[config.mk]
export PLATFORM = sky130hd
export DESIGN_NAME = alu_cmd_engine
export DESIGN_NICKNAME = d
export VERILOG_FILES = /design/src/rtl/alu_cmd_engine.sv
export SDC_FILE = /design/constraint.sdc
export NUM_CORES = 1
export LEC_CHECK = 0
export ABC_AREA = 1
export ABC_CLOCK_PERIOD_IN_PS = 2350
export BUFFER_PORTS_ARGS = -buffer_cell sky130_fd_sc_hd__buf_2
export CAP_MARGIN = 25
export CORE_AREA = 8 8 70 132
export CTS_CLUSTER_SIZE = 30
export DETAILED_ROUTE_END_ITERATION = 8
export DIE_AREA = 0 0 78 140
export HOLD_SLACK_MARGIN = 0.08
export REMOVE_ABC_BUFFERS = 1
export SYNTH_ARGS = -nofsm -noshare
export SYNTH_HDL_FRONTEND = slang
export SYNTH_SLANG_ARGS = --single-unit
[constraint.sdc]
create_clock -name clk -period 2.35 [get_ports clk]
set_clock_uncertainty 0.05 [all_clocks]
set_input_delay 0.47 -clock clk [delete_from_list [all_inputs] [get_ports clk]]
set_output_delay 0.47 -clock clk [all_outputs]
set_load 0.05 [all_outputs]
[src/rtl/alu_cmd_engine.sv]
// alu_cmd_engine: accumulator ALU behind a valid/ready command channel.
// Each accepted command executes once and is answered on a held response channel.
module alu_cmd_engine #(
    parameter int WIDTH = 8,
    parameter int CNT_W = 8
) (
    input  logic             clk,
    input  logic             rst_n,
    input  logic             cmd_valid,
    output logic             cmd_ready,
    input  logic [2:0]       cmd_op,
    input  logic [WIDTH-1:0] cmd_b,
    output logic             rsp_valid,
    input  logic             rsp_ready,
    output logic [WIDTH-1:0] rsp_result,
    output logic             rsp_zero,
    output logic             rsp_overflow,
    output logic [WIDTH-1:0] acc,
    output logic             ovf_sticky,
    input  logic             sticky_clr,
    output logic [CNT_W-1:0] op_count
);

    typedef enum logic [1:0] {
        IDLE,
        EXEC,
        RESP
    } state_t;

    state_t             state_q, state_d;
    logic [2:0]         op_q, op_d;
    logic [WIDTH-1:0]   b_q, b_d;
    logic [WIDTH-1:0]   acc_q, acc_d;
    logic [WIDTH-1:0]   res_q, res_d;
    logic               zero_q, zero_d;
    logic               ovf_q, ovf_d;
    logic               valid_q, valid_d;
    logic               sticky_q, sticky_d;
    logic [CNT_W-1:0]   cnt_q, cnt_d;

    logic [WIDTH-1:0]   alu_res;
    logic               alu_ovf;

    // ALU: combinational result and signed overflow from acc and captured operand
    always_comb begin
        alu_res = '0;
        alu_ovf = 1'b0;
        unique case (op_q)
            3'b000: begin
                alu_res = acc_q + b_q;
                alu_ovf = (acc_q[WIDTH-1] == b_q[WIDTH-1]) &&
                          (alu_res[WIDTH-1] != acc_q[WIDTH-1]);
            end
            3'b001: begin
                alu_res = acc_q - b_q;
                alu_ovf = (acc_q[WIDTH-1] != b_q[WIDTH-1]) &&
                          (alu_res[WIDTH-1] != acc_q[WIDTH-1]);
            end
            3'b010: alu_res = acc_q & b_q;
            3'b011: alu_res = acc_q | b_q;
            3'b100: alu_res = acc_q ^ b_q;
            3'b101: alu_res = {acc_q[WIDTH-2:0], 1'b0};
            3'b110: alu_res = {1'b0, acc_q[WIDTH-1:1]};
            3'b111: alu_res = b_q;
        endcase
    end

    // Next-state and datapath update for the accept / execute / respond cycle
    always_comb begin
        state_d  = state_q;
        op_d     = op_q;
        b_d      = b_q;
        acc_d    = acc_q;
        res_d    = res_q;
        zero_d   = zero_q;
        ovf_d    = ovf_q;
        valid_d  = valid_q;
        cnt_d    = cnt_q;
        sticky_d = sticky_q;
        // A clear is overridden below when the same cycle reports overflow
        if (sticky_clr) begin
            sticky_d = 1'b0;
        end
        unique case (state_q)
            IDLE: begin
                if (cmd_valid) begin
                    op_d    = cmd_op;
                    b_d     = cmd_b;
                    state_d = EXEC;
                end
            end
            EXEC: begin
                acc_d   = alu_res;
                res_d   = alu_res;
                zero_d  = (alu_res == '0);
                ovf_d   = alu_ovf;
                valid_d = 1'b1;
                if (alu_ovf) begin
                    sticky_d = 1'b1;
                end
                state_d = RESP;
            end
            RESP: begin
                if (rsp_ready) begin
                    valid_d = 1'b0;
                    cnt_d   = cnt_q + CNT_W'(1);
                    state_d = IDLE;
                end
            end
            default: state_d = IDLE;
        endcase
    end

    // State and datapath registers
    always_ff @(posedge clk or negedge rst_n) begin
        if (!rst_n) begin
            state_q  <= IDLE;
            op_q     <= '0;
            b_q      <= '0;
            acc_q    <= '0;
            res_q    <= '0;
            zero_q   <= 1'b0;
            ovf_q    <= 1'b0;
            valid_q  <= 1'b0;
            sticky_q <= 1'b0;
            cnt_q    <= '0;
        end else begin
            state_q  <= state_d;
            op_q     <= op_d;
            b_q      <= b_d;
            acc_q    <= acc_d;
            res_q    <= res_d;
            zero_q   <= zero_d;
            ovf_q    <= ovf_d;
            valid_q  <= valid_d;
            sticky_q <= sticky_d;
            cnt_q    <= cnt_d;
        end
    end

    assign cmd_ready    = (state_q == IDLE);
    assign rsp_valid    = valid_q;
    assign rsp_result   = res_q;
    assign rsp_zero     = zero_q;
    assign rsp_overflow = ovf_q;
    assign acc          = acc_q;
    assign ovf_sticky   = sticky_q;
    assign op_count     = cnt_q;

endmodule

; Word-level counts from Yosys, hierarchy flattened
; Cells that the tools add are included.
[totals]
register_bits = 33
input_bits = 16
output_inout_bits = 29
elab_cells = 50
[classes]
n_addsub = 3
eq_ne = 15
mux = 10
bitwise = 3
n_reduce_logical = 10
[ops]
columns = op, n
row1 = case mux 8 bit (8 select lines), 1
row2 = equality test 3 bit (second input constant), 4
row3 = adder 8 x 1 -> 8 bit (second input constant), 1
row4 = adder 8 bit, 1
row5 = AND 8 bit, 1
row6 = zero test 8 bit, 1
row7 = OR 8 bit, 1
row8 = AND reduction 2 bit, 4
row9 = subtractor 8 bit, 1
row10 = XOR 8 bit, 1
row11 = equality test 3 x 2 -> 1 bit (second input constant), 2
row12 = case mux 2 bit (3 select lines), 1
row13 = two-way mux 1 bit, 4
row14 = two-way mux 2 bit, 2
row15 = != test 2 bit (second input constant), 2
row16 = case mux 1 bit (2 select lines), 2
row17 = equality test 3 x 1 -> 1 bit (second input constant), 1
row18 = zero test 3 bit, 1
row19 = != test 1 bit, 3
row20 = equality test 2 x 1 -> 1 bit (second input constant), 1
row21 = equality test 2 bit (second input constant), 1
row22 = logical AND 1 bit, 2
row23 = zero test 2 bit, 1
row24 = nonzero test 2 bit, 1
row25 = equality test 1 bit, 1

; Longest topological paths before layout
[depth]
ltp_word = 6
depth_mapped = 14
mapped_depth_nobuf = 14

; Worst setup path before layout
; Ideal clock, no wire load.
[synth_path]
path_type = register to register
start = reg, netlist name rsp_result[0]
end = reg zero_q (netlist: rsp_zero)
setup_ps = 66
arrival_ps = 2155
required_time_ps = 2234
path_slack_ps = 79
stages_incl_launch_ff = 15
path_buffers = 0
period_less_slack_ps = 2271
cell_sequence = dfrtp_1 inv_1 ha_1 fa_1 inv_1 nand2_1 nand2_1 nand3_1 nand2_1 nor2_1 nor2_2 nand3_1 nor2_1 nand4_1 nand2_1
[synth_lines]
columns = element, line_no
row1 = end signal: assignment, 133  ; zero_q <= zero_d;
row2 = end: declaration, 35  ; logic zero_q, zero_d;

==> metrics.txt <==
status=completed; kind of critical path=reg2reg; Gate Count Post-Synth=roughly 380; first-pass GRT wire length=13200 um; share of cells above drive strength 1=0.199; fin crit period=between 2000 and 2500 ps; mean area per synthesized cell=between 7 and 8 um2; Die Area=0.0109 mm2; CP cell instances=inv_1 > ha_1 > fa_1 > inv_1 > nand2_1 > nand2_1 > nor2_1 > nor2_1 > nand3_1 > nor2_1 > nand2_1 > nor2_2 > nand4_1 > nand2_1; Crit Path Max Fanout=4; post-DP HPWL=~6400 um; register bit total from synthesis=33; Reg clk slew, reported paths=roughly 50 ps; drt drc=0; reg-to-reg startpoint=rsp_result[0]; fillcell total=just over 800; final wirelength=between 8000 and 9000 um; share of the core filled with cells=0.423; commonest non-fill, non-tap cell in the layout=nand2_1; chip height=approximately 140 um; Tcrit/Tclk final=0.942; Layout Cells excl Fill=approximately 520; CTS root buf=clkbuf_16; top routing layer in use=met4; synth warn=0; IO Port Bufs=44; Setup crit start kind=flip-flop; initial core utilization=0.363; antenna violations before repair=0; slew margin rel.=0.508; max-cap viol count=0; Critical Path Source=rsp_result[0]; WL met1=between 3000 and 4000 um; Area growth syn-to-layout=16.6%; vias in the first global route=2746; Arr. time, crit path=~2400 ps; Mapped Area=between 0.002 and 0.003 mm2; TritonCTS clock tree=yes; CTS buffer count=5; worst slew pin tran=approximately 740 ps; Met3 Wirelength=between 200 and 250 um; Layout Nets=around 470; clk buf depth=2; row cnt=45; Top cell by count, worst path=nand2_1; sequential element share of the synthesized area=0.302; Fin. Hold Viols=0; CP peak stage delay=a little under 400 ps; Pre-Repair DR Iteration Count=4; post-DR vias/cell=between 5 and 6; Die X=a little under 80 um; diode count=0; total grt overflow=0; fmax=between 400 and 500 MHz; Worst-Skew Late Latency=roughly 280 ps; placed cell count=roughly 510; Max Slew Vio Count=0; Cell variety after synth=33; DR vias=2689; slowest CP cell=dfrtp_1; type of the worst min-delay path=in2async; initial DRC count=between 100 and 150; I/O Pins=45; CTS H-Tree Depth=2; GRT Overall Usage=0.150; RD Place Congestion=roughly 1; clock sink total=33; commonest non-fill, non-tap cells in the layout=nand2_1, inv_1, nand3_1, buf_2, nor2_1; worst endpoint required time=roughly 2500 ps; core area=about 0.0075 mm2; Crit. End Element=flip-flop; antenna-violating nets left=0; Routed WL per cell=about 15 um; RSZ-0062 raised after global routing=false; pin count of the biggest net entering global routing=34; WL met2=4370 um; final setup fails=0
==> state kept, by name (all words and copies together), names as in the netlist <==
| register | count |
|---|---|
| ovf_sticky | 1 |
| rsp_valid | 1 |
| op_q | 3 |
| state_q | 2 |
| rsp_overflow | 1 |
| b_q | 8 |
| rsp_zero | 1 |
| rsp_result | 8 |
| op_count | 8 |
==> layout make-up <==
cell class              instances  area [um2]  share of cell area
clock buffers                   7         153              0.0478
well taps                      94         118              0.0368
inverters                      50         188              0.0588
clock inverters                 1        5.00             0.00157
flip-flops and latches         33         826               0.259
multi-input cells             279        1580               0.494
repair buffers                 58         325               0.102
==> cell usage after synthesis <==
library cell,n,area (um2)
nand2_1,79,297
inv_1,46,173
nand3_1,44,220
nor2_1,36,135
dfrtp_1,33,826
o21ai_0,26,130
ha_1,24,300
nand4_1,18,113
buf_4,14,105
o21ai_1,10,50.1
a21oi_1,8,40.0
xor2_1,7,61.3
inv_2,4,15.0
nor2_2,4,25.0
clkbuf_1,3,11.3
a21oi_2,2,17.5
buf_2,2,10.0
buf_6,2,22.5
fa_1,2,40.0
nand2_2,2,12.5
nand3_2,2,20.0
nor3_1,2,10.0
o22ai_1,2,12.5
xnor2_1,2,17.5
a21boi_2,1,11.3
a22oi_1,1,7.51
a31oi_1,1,6.26
mux2_2,1,11.3
nand2b_1,1,6.26
nor3_2,1,10.0
o211ai_1,1,7.51
o21bai_1,1,7.51
or2_2,1,6.26
==> final timing paths <==
path / endpoint / cells past startpoint / slack (ps)
setup / recovery: rsp_zero / 14 / 140
hold / removal: b_q[0] / 1 / 200
setup reg to reg: rsp_zero / 14 / 140
hold reg to reg: op_count[7] / 1 / 420
max in group asynchronous: rsp_result[4] / 1 / 1570
min in group clk: ovf_sticky / 2 / 310
==> kinds of logic after synthesis <==
| group | share of synthesized area |
|---|---|
| and+or+nand+nor | 0.312 |
| buffers and inverters | 0.123 |
| AOI/OAI and AO/OA | 0.106 |
| DFF | 0.302 |
| adders and majority gates | 0.124 |
| xor gates and xnor gates | 0.0288 |
| muxes | 0.00411 |
==> per-stage QoR <==
| stage | setup WS (ps) | TNS [ps] | hold WS [ps] | instance area, um2 |
|---|---|---|---|---|
| 3_3_place_gp | 152 | 0 | 406 | 3020 |
| 5_1_grt | 19.5 | 0 | 273 | 3190 |
| 4_1_cts | 99.7 | 0 | 229 | 3180 |
| 3_5_place_dp | 112 | 0 | 413 | 3020 |
| 2_1_floorplan | -259 | -1190 | 124 | 2590 |
| 6_report | 137 | 0 | 201 | 3190 |
==> worst max-delay path: cells and delay by family, from the launching register on <==
| kind | cells | cell delay, ps |
|---|---|---|
| simple gates | 10 | 890 |
| fa+ha+maj | 2 | 620 |
| flops | 1 | 390 |
| buf+inv | 2 | 210 |
==> repair_timing <==
action	4_1_cts	5_1_grt
resized for setup	0	1
hold buffers	0	0
setup buffers	0	1
endpoints found under the setup margin	0	1
==> per-layer routing <==
layer | GRT usage | vias up
met1 | 0.154 | 1260
li1 | - | 1333
met3 | 0.0173 | 23
met4 | 0.0865 | 0
met5 | 0 | -
met2 | 0.279 | 73
Power is not shown: default switching activity piles up to over one toggle a cycle in this logic, so the estimate is an artifact.
